<file path="src/rtl/cop_ascii_pkg.sv">
// cop_ascii_pkg
//   Definitions shared by the co-processor ASCII front ends: the character
//   constants used by both the command decoder and the result encoder, the
//   result encoder's FSM state encoding, and a digit-to-character helper.
package cop_ascii_pkg;

   localparam logic [7:0] CHAR_PLUS  = 8'h2B;
   localparam logic [7:0] CHAR_MINUS = 8'h2D;
   localparam logic [7:0] CHAR_ZERO  = 8'h30;
   localparam logic [7:0] CHAR_CR    = 8'h0D;
   localparam logic [7:0] CHAR_LF    = 8'h0A;

   localparam logic [2:0] S_IDLE      = 3'd0;
   localparam logic [2:0] S_CONVERT   = 3'd1;
   localparam logic [2:0] S_EMIT_SIGN = 3'd2;
   localparam logic [2:0] S_EMIT_DIG  = 3'd3;
   localparam logic [2:0] S_EMIT_TERM = 3'd4;

   typedef enum logic [2:0] {
      ST_IDLE      = S_IDLE,
      ST_CONVERT   = S_CONVERT,
      ST_EMIT_SIGN = S_EMIT_SIGN,
      ST_EMIT_DIG  = S_EMIT_DIG,
      ST_EMIT_TERM = S_EMIT_TERM
   } enc_state_t;

   // ASCII character for one BCD digit
   function automatic logic [7:0] dig_char(input logic [3:0] d);
      return CHAR_ZERO + {4'h0, d};
   endfunction

endpackage

</file>
<file path="src/rtl/bin_to_bcd_seq.sv">
// bin_to_bcd_seq
//   Sequential double-dabble binary-to-BCD converter. A start pulse loads the
//   unsigned input; the conversion then takes exactly DATA_W cycles, after
//   which done stays high and bcd stays stable until the next start.
// Ports
//   clk    in   1                  clock, rising edge
//   reset  in   1                  synchronous, active-high
//   start  in   1                  load bin and begin a conversion
//   bin    in   DATA_W             unsigned value to convert
//   done   out  1                  bcd holds the finished result
//   bcd    out  MAX_DIGITS x 4     BCD digits, [0] = units
module bin_to_bcd_seq #(
   parameter int DATA_W     = 16,
   parameter int MAX_DIGITS = 5
) (
   input  logic                         clk,
   input  logic                         reset,
   input  logic                         start,
   input  logic [DATA_W-1:0]            bin,
   output logic                         done,
   output logic [MAX_DIGITS-1:0][3:0]   bcd
);

   localparam int CNT_W = $clog2(DATA_W + 1);
   localparam int BCD_W = 4 * MAX_DIGITS;

   logic [DATA_W-1:0] shreg;
   logic [BCD_W-1:0]  bcd_q;
   logic [BCD_W-1:0]  bcd_adj;
   logic [CNT_W-1:0]  cnt;
   logic              run;

   // add-3 correction on every digit that would reach 10 or more after the shift
   always_comb begin
      bcd_adj = bcd_q;
      for (int i = 0; i < MAX_DIGITS; i++) begin
         if (bcd_q[4*i +: 4] >= 4'd5)
            bcd_adj[4*i +: 4] = bcd_q[4*i +: 4] + 4'd3;
      end
   end

   always_ff @(posedge clk) begin
      if (reset) begin
         shreg <= '0;
         bcd_q <= '0;
         cnt   <= '0;
         run   <= 1'b0;
      end else if (start) begin
         shreg <= bin;
         bcd_q <= '0;
         cnt   <= CNT_W'(DATA_W);
         run   <= 1'b1;
      end else if (run && cnt != '0) begin
         shreg <= {shreg[DATA_W-2:0], 1'b0};
         bcd_q <= {bcd_adj[BCD_W-2:0], shreg[DATA_W-1]};
         cnt   <= cnt - 1'b1;
      end
   end

   assign done = run && (cnt == '0);
   assign bcd  = bcd_q;

endmodule

</file>
<file path="src/rtl/result_ascii_encoder.sv">
// result_ascii_encoder
//   Formats a signed ALU result as ASCII toward the UART transmitter:
//   optional '-', decimal digits MSB-first without leading zeros, terminator.
//   Configuration macro CRLF_TERM_EN: when defined the terminator is CR, LF;
//   otherwise it is the single byte TERM_CHAR.
// Ports
//   clk        in   1        clock, rising edge
//   reset      in   1        synchronous, active-high
//   res_data   in   DATA_W   signed result
//   res_valid  in   1        res_data valid
//   res_ready  out  1        ready for a result (IDLE only)
//   tx_data    out  8        ASCII byte
//   tx_valid   out  1        tx_data valid
//   tx_ready   in   1        transmitter takes tx_data this cycle
//   busy       out  1        stream in progress
module result_ascii_encoder
   import cop_ascii_pkg::*;
#(
   parameter int         DATA_W     = 16,
   parameter int         MAX_DIGITS = 5,
   parameter logic [7:0] TERM_CHAR  = 8'h0A
) (
   input  logic              clk,
   input  logic              reset,
   input  logic [DATA_W-1:0] res_data,
   input  logic              res_valid,
   output logic              res_ready,
   output logic [7:0]        tx_data,
   output logic              tx_valid,
   input  logic              tx_ready,
   output logic              busy
);

   localparam int IDX_W = (MAX_DIGITS > 1) ? $clog2(MAX_DIGITS) : 1;

`ifdef CRLF_TERM_EN
   localparam logic [7:0] TERM_FIRST = CHAR_CR;
`else
   localparam logic [7:0] TERM_FIRST = TERM_CHAR;
`endif

   enc_state_t                       state, state_nxt;
   logic [7:0]                       tx_data_nxt;
   logic                             tx_valid_nxt;
   logic [IDX_W-1:0]                 idx, idx_nxt, msd;
   logic                             neg, neg_nxt;
   logic                             term_lf, term_lf_nxt;
   logic [DATA_W-1:0]                mag;
   logic                             accept, xfer, conv_done;
   logic [MAX_DIGITS-1:0][3:0]       digits;

   assign accept = (state == ST_IDLE) && res_valid;
   assign xfer   = tx_valid && tx_ready;

   // two's complement magnitude; the most negative value wraps to 2^(DATA_W-1),
   // which is the correct unsigned magnitude
   assign mag = res_data[DATA_W-1] ? (~res_data + 1'b1) : res_data;

   bin_to_bcd_seq #(
      .DATA_W     (DATA_W),
      .MAX_DIGITS (MAX_DIGITS)
   ) u_bcd (
      .clk   (clk),
      .reset (reset),
      .start (accept),
      .bin   (mag),
      .done  (conv_done),
      .bcd   (digits)
   );

   // index of the most significant nonzero digit; 0 for a zero magnitude so
   // that a single '0' is emitted
   always_comb begin
      msd = '0;
      for (int i = 0; i < MAX_DIGITS; i++) begin
         if (digits[i] != 4'd0) msd = IDX_W'(i);
      end
   end

   always_comb begin
      state_nxt    = state;
      tx_data_nxt  = tx_data;
      tx_valid_nxt = tx_valid;
      idx_nxt      = idx;
      neg_nxt      = neg;
      term_lf_nxt  = term_lf;
      case (state)
         ST_IDLE: begin
            if (res_valid) begin
               neg_nxt   = res_data[DATA_W-1];
               state_nxt = ST_CONVERT;
            end
         end
         ST_CONVERT: begin
            if (conv_done) begin
               idx_nxt      = msd;
               tx_valid_nxt = 1'b1;
               if (neg) begin
                  state_nxt   = ST_EMIT_SIGN;
                  tx_data_nxt = CHAR_MINUS;
               end else begin
                  state_nxt   = ST_EMIT_DIG;
                  tx_data_nxt = dig_char(digits[msd]);
               end
            end
         end
         ST_EMIT_SIGN: begin
            if (xfer) begin
               state_nxt   = ST_EMIT_DIG;
               tx_data_nxt = dig_char(digits[idx]);
            end
         end
         ST_EMIT_DIG: begin
            if (xfer) begin
               if (idx == '0) begin
                  state_nxt   = ST_EMIT_TERM;
                  term_lf_nxt = 1'b0;
                  tx_data_nxt = TERM_FIRST;
               end else begin
                  idx_nxt     = idx - 1'b1;
                  tx_data_nxt = dig_char(digits[idx - 1'b1]);
               end
            end
         end
         ST_EMIT_TERM: begin
            if (xfer) begin
`ifdef CRLF_TERM_EN
               if (!term_lf) begin
                  term_lf_nxt = 1'b1;
                  tx_data_nxt = CHAR_LF;
               end else begin
                  state_nxt    = ST_IDLE;
                  tx_valid_nxt = 1'b0;
                  tx_data_nxt  = 8'h00;
               end
`else
               state_nxt    = ST_IDLE;
               tx_valid_nxt = 1'b0;
               tx_data_nxt  = 8'h00;
`endif
            end
         end
         default: begin
            state_nxt    = ST_IDLE;
            tx_valid_nxt = 1'b0;
            tx_data_nxt  = 8'h00;
         end
      endcase
   end

   always_ff @(posedge clk) begin
      if (reset) begin
         state    <= ST_IDLE;
         tx_data  <= 8'h00;
         tx_valid <= 1'b0;
         idx      <= '0;
         neg      <= 1'b0;
         term_lf  <= 1'b0;
      end else begin
         state    <= state_nxt;
         tx_data  <= tx_data_nxt;
         tx_valid <= tx_valid_nxt;
         idx      <= idx_nxt;
         neg      <= neg_nxt;
         term_lf  <= term_lf_nxt;
      end
   end

   assign res_ready = (state == ST_IDLE);
   assign busy      = (state != ST_IDLE);

endmodule

</file>
<file path="config.mk">
export PLATFORM = sky130hd
export DESIGN_NAME = result_ascii_encoder
export DESIGN_NICKNAME = d
export VERILOG_FILES = /design/src/rtl/cop_ascii_pkg.sv /design/src/rtl/bin_to_bcd_seq.sv /design/src/rtl/result_ascii_encoder.sv
export SDC_FILE = /design/constraint.sdc
export NUM_CORES = 1
export LEC_CHECK = 0
export ABC_AREA = 0
export CAP_MARGIN = 20
export CORE_MARGIN = 4
export CORE_UTILIZATION = 50
export DETAILED_ROUTE_END_ITERATION = 10
export PLACE_DENSITY_LB_ADDON = 0.2
export SLEW_MARGIN = 10
export SYNTH_ARGS = -nofsm -noshare
export SYNTH_HDL_FRONTEND = slang
export SYNTH_SLANG_ARGS = --single-unit
</file>
<file path="constraint.sdc">
create_clock -name clk -period 3.35 [get_ports clk]
set_clock_uncertainty 0.2 [all_clocks]
set_input_delay 0.67 -clock clk [delete_from_list [all_inputs] [get_ports clk]]
set_output_delay 0.67 -clock clk [all_outputs]
set_load 0.005 [all_outputs]
</file>
; Word level (Yosys, flattened, before mapping)
; Cells that the tools add are included.
[op_classes]
shift = 0
addsub = 11
n_reduce_logical = 22
eq_ne = 11
n_bitwise = 3
multipliers = 0
muxes = 42
div_mod_pow = 0
n_lt_le_gt_ge = 8
[op_table]
columns = operator, count
row1 = $mux W16, 3
row2 = $pmux W8 S5, 1
row3 = $mux W3, 13
row4 = $bmux W4 S3, 3
row5 = $mux W8, 4
row6 = $mux W4, 7
row7 = $add A6 B4 Y7 const A, 3
row8 = $ge A4 B3 Y1 const B, 5
row9 = $add A16 B1 Y16 const B, 1
row10 = $add A4 B2 Y4 const B, 4
row11 = $not A16 Y16, 1
row12 = $reduce_bool A4 Y1, 4
row13 = $pmux W3 S5, 1
row14 = $mux W7, 2
row15 = $ne A2 B2 Y1 const B, 7
row16 = $lt A3 B4 Y1 const B, 3
row17 = $mux W5, 2
row18 = $eq A3 B2 Y1 const B, 2
row19 = $logic_not A3 Y1, 2
row20 = $pmux W3 S2, 1
row21 = $reduce_and A6 Y1, 1
row22 = $logic_not A5 Y1, 1
row23 = $reduce_and A5 Y1, 1
row24 = $reduce_bool A5 Y1, 1
row25 = other kinds (16), 24
[totals]
out_inout_bits = 11
word_cells = 107
romBits = 0
memories = 0
input_bits = 20
reg_bits = 58
ram_bits = 0
latch_bits = 0

; Longest topological paths before layout
; Gate-level depths: netlist of the first run.
[logic_depth]
ltp_word = 11
mapped_depth = 9

; Cells and area by module
; A second synthesis of the first run with hierarchy kept.
[unflattened]
cells_unflattened = 478
hier_area_um2 = 4030.1
[modules_own_cells]
columns = mod, cells_per_inst, instances, seq_area_each_um2, area_per_inst_um2
row1 = bin_to_bcd_seq, 259, 1, 840.8, 2235.9
row2 = result_ascii_encoder, 219, 1, 280.3, 1794.2

; Least setup slack after synthesis of the first run
; Ideal clock, no wire load.
[synth_timing]
path_type = register -> register
from = register idx[1]
to = register tx_data[2]
stages_incl_launch_ff = 9
t_arrival_ns = 2.066
setup_time_ns = 0.119
required_time_ns = 3.031
slack_ns = 0.965
cell_sequence = dfxtp_1 -> clkbuf_1 -> inv_1 -> ha_1 -> clkbuf_1 -> mux4_2 -> a21oi_1 -> o22ai_1 -> o221a_1
[synth_via]
elab_chain_cells = 7
word_cells_on_any_way = 12
classes_between = 3 x add/sub / 8 x mux / 1 x reduce/logical
[synth_lines]
columns = element, line
row1 = start: declaration, result_ascii_encoder.sv:45  ; logic [IDX_W-1:0] idx, idx_nxt, msd;
row2 = start signal: assignment, result_ascii_encoder.sv:163  ; idx <= idx_nxt;
row3 = $sub A3 B1 Y3, result_ascii_encoder.sv:121  ; tx_data_nxt = dig_char(digits[idx - 1'b1]);
row4 = $bmux W4 S3, result_ascii_encoder.sv:121
row5 = $mux W4 (implied by the code), result_ascii_encoder.sv:121
row6 = $add A6 B4 Y7, cop_ascii_pkg.sv:29  ; return CHAR_ZERO + {4'h0, d};
row7 = $mux W7, result_ascii_encoder.sv:115  ; if (idx == '0) begin
row8 = $mux W8, result_ascii_encoder.sv:114  ; if (xfer) begin
row9 = $pmux W8 S5 *, result_ascii_encoder.sv:87  ; case (state)
row10 = end signal: assignment, result_ascii_encoder.sv:161  ; tx_data <= tx_data_nxt;
row11 = end: declaration, result_ascii_encoder.sv:28  ; output logic [7:0] tx_data,
; Mark *: on every way between the ends. The rest lies on a longest branch, timed or not. The select of a mux whose other input is x is not followed.
; A chain may end at the register's enable or synchronous reset.

; Worst setup path after layout of the first run
[layout_timing]
from = register state[1]
to = output port res_ready
[layout_via]
elab_chain_cells = 1
[layout_lines]
columns = element, line
row1 = start: declaration, result_ascii_encoder.sv:42  ; enc_state_t state, state_nxt;
row2 = start signal: assignment, result_ascii_encoder.sv:160  ; state <= state_nxt;
row3 = $logic_not A3 Y1, result_ascii_encoder.sv:169  ; assign res_ready = (state == ST_IDLE);
row4 = end: declaration, result_ascii_encoder.sv:27  ; output logic res_ready,
; Every way passes these cells.

==> qor.txt, run 1 <==
==================================================================================
Run status                                                               completed
Number of antenna violations at the first check in global routing                0
Die area                                                                 9420 um^2
Total CTS buffers                                                                5
Total of cells resized after clock tree synthesis                                0
Count of antenna diodes in the layout                                            0
Data required time at the worst endpoint                                   2.48 ns
First-pass GRT wire length                                                 16.5 mm
Power density over the cells                                           470 nW/um^2
Post-CTS Setup Bufs                                                              0
Layout cell share with drive strength beyond 1                              0.0886
CP Capture Type                                                       primary output
Overall global routing resource usage                                        0.206
Start of the worst register-to-register path                          idx[1]$_SDFFE_PP0P_
Highest clock rate                                                       0.390 GHz
Final max-slew violation count                                                   0
Post-detail-place hpwl                                                     6.87 mm
Routed wire length                                                         9.62 mm
Slew at the pin closest to its max-slew limit                             0.572 ns
Sink of the worst hold path                                           tx_data[4]$_SDFFE_PP0P_
# setup viols final                                                              0
Synthesized area divided by synthesized cell count                       7.93 um^2
Nets@finish                                                                    544
Input/output buffers                                                            28
Origin of the worst min-delay path                                    tx_data[4]$_SDFFE_PP0P_
Wire length per cell                                                       15.8 um
Post-synthesis instance area                                             3970 um^2
Die height                                                                 97.1 um
Most instantiated cells after synthesis                               sky130_fd_sc_hd__nand2_1, sky130_fd_sc_hd__dfxtp_1, sky130_fd_sc_hd__nor2_1, sky130_fd_sc_hd__a21oi_1, sky130_fd_sc_hd__inv_1
CTS tree                                                                      done
Via count of the first global-routing pass                                    3468
Count of flip-flops with a built-in enable after synthesis                       0
# rows                                                                          32
Sum of negative setup slack                                                   0 ns
Sequential cell area fraction in the yosys report                            0.283
Startpoint Class                                                         flip-flop
Final count of hold timing violations                                            0
Hold Crit Depth                                                                  2
Register bit count reported by yosys                                            56
Length in cells of the worst reg-to-reg path                                     8
Clock latency at the later pin of the worst-skew pair                      0.32 ns
H-tree Lvls                                                                      2
Static power due to leakage                                                1.54 nW
Asr flop ratio synth                                                             0
Number of inserted filler cells in the final layout                            717
DRC violations left                                                              0
Critical setup path kind                                              flip-flop to primary output
Maximum fanout along the worst path                                             13
# clock sinks                                                                   56
RSZ-0062 raised after global routing                                            no
Via density per instance                                                      5.98
Syn. warnings                                                                    0
Share of Yosys cell area claimed by the top area cell type                   0.283
Worst VDD drop                                                              275 uV
Final Total Pwr                                                            2.05 mW
Final estimated routing congestion in global placement                       0.886
Hold bufs inserted after CTS                                                     0
DRT antenna net count                                                            0
Most area-hungry cell type in the Yosys netlist                       sky130_fd_sc_hd__dfxtp_1
DRT Pass-1 Iters                                                                 5
Signed area change from the synthesized netlist to the final layout          10.1%
Detailed-route via count                                                      3647
Total congestion overflow                                                        0
Library cell used as clock root buffer                                sky130_fd_sc_hd__clkbuf_8
Clock-pin transition on the worst setup and hold timing paths              0.11 ns
Count of cell types in the netlist                                              72
I/O pin count                                                                   31
Share of the clock period used by the worst path after layout                0.765
# Max-Cap Violations                                                             0
Capture instance of the worst register-to-register path               tx_data[1]$_SDFFE_PP0P_
Most common cell in the synthesized netlist                           sky130_fd_sc_hd__nand2_1
Reg-to-reg slack, setup                                                    0.79 ns
X dimension of the die                                                     97.1 um
Kind of path behind the tightest hold check                           flip-flop to flip-flop
Time the worst path needs with I/O delays and setup                        2.56 ns
Syn Inst Count                                                                 500
Core Box Area                                                            7730 um^2
Tightest slew margin relative to the limit                                   0.618
Effective utilization at floorplan                                           0.513
Number of DRC markers in iteration 0                                           230
Largest net degree at the start of global routing                               41
Worst-case clock buffer depth                                                    2
Arr. time, crit path                                                       1.69 ns
Dominant synthesized flop cell                                        sky130_fd_sc_hd__dfxtp_1
Top post-synthesis cells by area                                      sky130_fd_sc_hd__dfxtp_1, sky130_fd_sc_hd__nand2_1, sky130_fd_sc_hd__a21oi_1
==================================================================================
-- cells by family (layout without fill, tap and decap cells) --
group / count (synthesis) / count (layout) / share of synthesized area
other cells: 1 / 2 / 0.000945
compound gates: 139 / 139 / 0.241
buf+inv: 63 / 70 / 0.0669
flops: 56 / 56 / 0.283
mux: 20 / 20 / 0.0707
simple gates: 180 / 180 / 0.232
xor+xnor: 24 / 24 / 0.0530
fa+ha+maj: 17 / 17 / 0.0536
-- where the power goes --
part	total (mW)	internal [mW]	switching [mW]
Combinational	0.812	0.346	0.466
Sequential	0.851	0.759	0.0925
Clock	0.389	0.154	0.235
-- cell usage in the layout, fill, tap and decap left out, types with 2 or more instances in the layout --
cell type / netlist / routed
sky130_fd_sc_hd__a31o_2: 2 / 2
sky130_fd_sc_hd__conb_1: 1 / 2
sky130_fd_sc_hd__mux2_2: 4 / 4
sky130_fd_sc_hd__a41oi_1: 2 / 2
sky130_fd_sc_hd__mux2i_1: 10 / 10
sky130_fd_sc_hd__ha_1: 17 / 17
sky130_fd_sc_hd__or3b_1: 2 / 2
sky130_fd_sc_hd__nand2_1: 63 / 63
sky130_fd_sc_hd__or2_2: 2 / 2
sky130_fd_sc_hd__xnor2_1: 15 / 15
sky130_fd_sc_hd__nand3_1: 14 / 14
sky130_fd_sc_hd__o311ai_1: 2 / 2
sky130_fd_sc_hd__a31oi_1: 9 / 9
sky130_fd_sc_hd__nor4_1: 4 / 4
sky130_fd_sc_hd__mux4_2: 6 / 6
sky130_fd_sc_hd__and4_1: 2 / 2
sky130_fd_sc_hd__o211ai_1: 4 / 4
sky130_fd_sc_hd__o21ai_0: 22 / 22
sky130_fd_sc_hd__o221ai_1: 2 / 2
sky130_fd_sc_hd__nor3b_1: 7 / 7
sky130_fd_sc_hd__o41ai_1: 2 / 2
sky130_fd_sc_hd__nor3b_2: 2 / 2
sky130_fd_sc_hd__o21a_1: 3 / 3
sky130_fd_sc_hd__dfxtp_1: 56 / 56
sky130_fd_sc_hd__and2_1: 2 / 2
sky130_fd_sc_hd__inv_1: 26 / 26
sky130_fd_sc_hd__nand2_2: 2 / 2
sky130_fd_sc_hd__o211a_1: 2 / 2
sky130_fd_sc_hd__nor2_1: 46 / 46
sky130_fd_sc_hd__a211oi_1: 11 / 11
sky130_fd_sc_hd__a311oi_1: 14 / 14
sky130_fd_sc_hd__clkbuf_8: 0 / 5
sky130_fd_sc_hd__nor3_1: 9 / 9
sky130_fd_sc_hd__o31ai_1: 3 / 3
sky130_fd_sc_hd__xor2_1: 9 / 9
sky130_fd_sc_hd__nand2b_1: 12 / 12
sky130_fd_sc_hd__buf_4: 3 / 7
sky130_fd_sc_hd__a21oi_1: 43 / 43
sky130_fd_sc_hd__clkdlybuf4s50_1: 0 / 28
-- worst max path at each step --
stage	slack, ns	start	cells past startpoint	end
6_report	0.79	state[1]$_SDFFE_PP0P_	2	res_ready
5_1_grt	0.52	idx[1]$_SDFFE_PP0P_	8	tx_data[1]$_SDFFE_PP0P_
4_1_cts	0.75	state[1]$_SDFFE_PP0P_	2	res_ready
3_5_place_dp	0.61	res_data[4]	6	u_bcd.shreg[13]$_SDFFE_PP0P_
3_3_place_gp	0.67	res_data[4]	6	u_bcd.shreg[14]$_SDFFE_PP0P_
2_1_floorplan	0.97	idx[1]$_SDFFE_PP0P_	8	tx_data[2]$_SDFFE_PP0P_
-- worst max-delay path, cell delays in order, from the launching register on --
cell	delay, ns
sky130_fd_sc_hd__dfxtp_1	0.46
sky130_fd_sc_hd__nor3_2	0.35
sky130_fd_sc_hd__clkdlybuf4s50_1	0.56
-- registers in the layout, summed over array words and instances, names as in the netlist --
signal / cells
u_bcd.shreg: 16
idx: 3
u_bcd.bcd: 20
state: 3
u_bcd.run: 1
tx_valid: 1
neg: 1
tx_data: 6
u_bcd.cnt: 5
-- stage by stage --
step,cell area [um^2],hold WS (ns),cells,setup slack (ns),utilization
2_1_floorplan,3970,0.231,501,0.965,-
3_3_place_gp,4270,0.242,602,0.673,0.552
3_5_place_dp,4270,0.249,602,0.612,0.552
4_1_cts,4370,0.265,610,0.750,0.565
5_1_grt,4370,0.282,610,0.522,0.565
6_report,4370,0.263,610,0.787,0.565
-- routing by layer --
metal	vias up	GRT usage	part of all wire
li1	1802	-	-
met1	1726	0.275	0.45
met4	0	0.0572	0.014
met3	14	0.0380	0.050
met5	-	0	0
met2	105	0.342	0.48
-- final cells by class --
type	instances	area [um^2]	share of cell area
Timing Repair Buffer	35	333	0.0762
Clock buffer	5	68.8	0.0158
Clock inverter	3	27.5	0.00631
Inverter	27	101	0.0232
Multi-Input combinational cell	382	2590	0.592
Sequential cell	56	1120	0.257
Tap cell	102	128	0.0292
(Power assumes the default switching activity.)
==> run 2: changes to the inputs <==
==> constraint.sdc (replaced) <==
create_clock -name clk -period 2.4 [get_ports clk]
set_clock_uncertainty 0.2 [all_clocks]
set_input_delay 0.48 -clock clk [delete_from_list [all_inputs] [get_ports clk]]
set_output_delay 0.48 -clock clk [all_outputs]
set_load 0.005 [all_outputs]
==> run 2 against run 1 <==
Clock power grew 66%. Power grew 50%. Clock-buffer cell count is the same. Utilization grew 3.7 points. Critical path depth grew 5. Setup slack lost 0.63 ns. Hold slack is essentially flat. Sequential cell count is the same. First-iteration DRC count grew 7.4%. Global-route usage grew 0.84 points. Largest cell class unchanged.
==> qor.txt, run 2 (synthesis results as in run 1) <==
==================================================================================
Final instance area                                                      4650 um^2
H-tree Lvls                                                                      2
Hold Crit Depth                                                                  2
Static power due to leakage                                                1.73 nW
Final max-slew violation count                                                   0
Standard cell area after detailed placement                              4530 um^2
X dimension of the die                                                     97.1 um
DRT antenna net count                                                            0
Routed wire length                                                         10.0 mm
Post-route setup slack                                                    0.159 ns
# Max-Cap Violations                                                             0
Sink of the worst hold path                                           u_bcd.bcd[0]$_SDFFE_PP0P_
Startpoint Class                                                         flip-flop
Run status                                                               completed
# clock sinks                                                                   56
Tightest slew margin relative to the limit                                   0.650
Detailed-route via count                                                      3758
Final estimated routing congestion in global placement                       0.924
Overall global routing resource usage                                        0.215
Signed area change from the synthesized netlist to the final layout          17.3%
Power density over the cells                                           664 nW/um^2
Hold Worst Slack                                                          0.263 ns
Input/output buffers                                                            28
Die area                                                                 9420 um^2
DRT Pass-1 Iters                                                                 6
Library cell used as clock root buffer                                sky130_fd_sc_hd__clkbuf_8
Utilization after layout                                                     0.602
Core Box Area                                                            7730 um^2
Total CTS buffers                                                                5
Worst-case clock buffer depth                                                    2
Number of antenna violations at the first check in global routing                0
Worst VDD drop                                                              375 uV
Post-CTS Setup Bufs                                                              0
Die height                                                                 97.1 um
Total congestion overflow                                                        0
Critical path depth                                                              7
Largest net degree at the start of global routing                               33
Highest clock rate                                                       0.446 GHz
Critical setup path kind                                              flip-flop to flip-flop
First-pass GRT wire length                                                 17.1 mm
I/O pin count                                                                   31
Placed cell count                                                              633
Kind of path behind the tightest hold check                           flip-flop to flip-flop
Data required time at the worst endpoint                                   2.41 ns
Critical Path, Cell by Cell                                           inv_1 -> ha_1 -> or3b_1 -> o311ai_1 -> a211oi_1 -> o311ai_1 -> o211ai_1
Most common library cell in the layout ignoring fill and taps         sky130_fd_sc_hd__nand2_1
Number of inserted filler cells in the final layout                            696
CP Capture Type                                                          flip-flop
Clock-pin transition on the worst setup and hold timing paths              0.11 ns
Most frequent cells in the layout                                     sky130_fd_sc_hd__nand2_1, sky130_fd_sc_hd__dfxtp_1, sky130_fd_sc_hd__nor2_1
Effective utilization at floorplan                                           0.513
# setup viols final                                                              0
Arr. time, crit path                                                       2.25 ns
Number of DRC markers in iteration 0                                           247
Nets@finish                                                                    575
CTS tree                                                                      done
Time the worst path needs with I/O delays and setup                        2.24 ns
RSZ-0062 raised after global routing                                            no
Capture instance of the worst register-to-register path               tx_data[1]$_SDFFE_PP0P_
Non-filler instance count after layout                                         641
Worst setup slack before clock tree synthesis                           -0.0662 ns
CP Buf/Inv Count                                                                 1
Via count of the first global-routing pass                                    3524
Flip-flop count of the largest register, all copies and words added             20
Slew at the pin closest to its max-slew limit                             0.522 ns
Sum of negative setup slack                                                   0 ns
Clock latency at the later pin of the worst-skew pair                      0.32 ns
Length in cells of the worst reg-to-reg path                                     7
CP dominant cell by count                                             sky130_fd_sc_hd__o311ai_1
Share of the clock period used by the worst path after layout                0.934
Origin of the worst min-delay path                                    u_bcd.shreg[15]$_SDFFE_PP0P_
Post-detail-place hpwl                                                     7.41 mm
Layout cell share with drive strength beyond 1                               0.145
Final Total Pwr                                                            3.09 mW
Start of the worst register-to-register path                          u_bcd.bcd[12]$_SDFFE_PP0P_
DRC violations left                                                              0
Final count of hold timing violations                                            0
Cell class contributing the biggest share of worst-path delay         compound AO/OA/AOI/OAI gates
Longest individual stage delay on the worst path                           0.41 ns
Count of antenna diodes in the layout                                            0
Wire length per cell                                                       15.6 um
Crit path max-delay cell type                                         sky130_fd_sc_hd__or3b_1
Reg-to-reg slack, setup                                                    0.16 ns
# rows                                                                          32
Maximum fanout along the worst path                                              4
Via density per instance                                                      5.86
==================================================================================
-- run 2: changes by cell type in the layout (fill, tap and decap cells not counted) --
cell and change:
sky130_fd_sc_hd__clkinvlp_4 -1, sky130_fd_sc_hd__clkinv_2 +1, sky130_fd_sc_hd__dfxtp_1 -2, sky130_fd_sc_hd__bufinv_16 +1
sky130_fd_sc_hd__nor3_4 +1, sky130_fd_sc_hd__nor3_2 -1, sky130_fd_sc_hd__buf_4 +29, sky130_fd_sc_hd__dfxtp_2 +2
sky130_fd_sc_hd__clkinv_4 -1, sky130_fd_sc_hd__buf_12 +2
-- run 2: where the power goes --
part / internal [mW] / switching (mW) / total [mW]
sequential: 1.06 / 0.122 / 1.18
clock: 0.317 / 0.328 / 0.645
combinational: 0.573 / 0.684 / 1.26
-- run 2: worst max path at each step --
stage	startpoint	endpoint	slack, ns
6_report	u_bcd.bcd[12]$_SDFFE_PP0P_	tx_data[1]$_SDFFE_PP0P_	0.16
3_5_place_dp	res_data[8]	u_bcd.shreg[13]$_SDFFE_PP0P_	-0.07
2_1_floorplan	idx[1]$_SDFFE_PP0P_	tx_data[2]$_SDFFE_PP0P_	0.02
5_1_grt	u_bcd.bcd[12]$_SDFFE_PP0P_	tx_data[1]$_SDFFE_PP0P_	0.03
4_1_cts	state[0]$_SDFFE_PP0P_	res_ready	0.02
3_3_place_gp	res_data[8]	u_bcd.shreg[13]$_SDFFE_PP0P_	0.02
-- run 2: final cells by class --
type | count | area [um^2] | share of cell area
clock inverters | 3 | 46.3 | 0.00995
inverters | 27 | 101 | 0.0218
clock buffers | 5 | 68.8 | 0.0148
multi-input cells | 382 | 2590 | 0.557
repair buffers | 66 | 591 | 0.127
flip-flops and latches | 56 | 1120 | 0.242
well taps | 102 | 128 | 0.0274
-- run 2: metal layers --
layer,global-route usage,up-vias,part of all wire
li1,-,1863,-
met1,0.297,1773,0.46
met2,0.349,102,0.48
met3,0.0258,20,0.044
met4,0.0691,0,0.019
met5,0,-,0
-- run 2: timing repair --
item / in CTS / in global routing
hold buffers: 0 / 0
setup endpoints to repair: 0 / 2
resized for setup: 0 / 3
endpoints found under the hold margin: 0 / 0
-- run 2: tightest hold or removal path, cell delays in order, from the launching register on --
cell and delay [ns]:
sky130_fd_sc_hd__dfxtp_1 0.32, sky130_fd_sc_hd__nand2_1 0.05, sky130_fd_sc_hd__a21oi_1 0.05
==> run 3: changes to the inputs <==
--- a/config.mk
+++ b/config.mk
@@ -11,7 +11,6 @@
 export CORE_UTILIZATION = 50
 export DETAILED_ROUTE_END_ITERATION = 10
 export PLACE_DENSITY_LB_ADDON = 0.2
-export SLEW_MARGIN = 10
 export SYNTH_ARGS = -nofsm -noshare
 export SYNTH_HDL_FRONTEND = slang
 export SYNTH_SLANG_ARGS = --single-unit
==> results of run 3 <==
No change in the layout: final DEF, timing and power equal those of run 2.
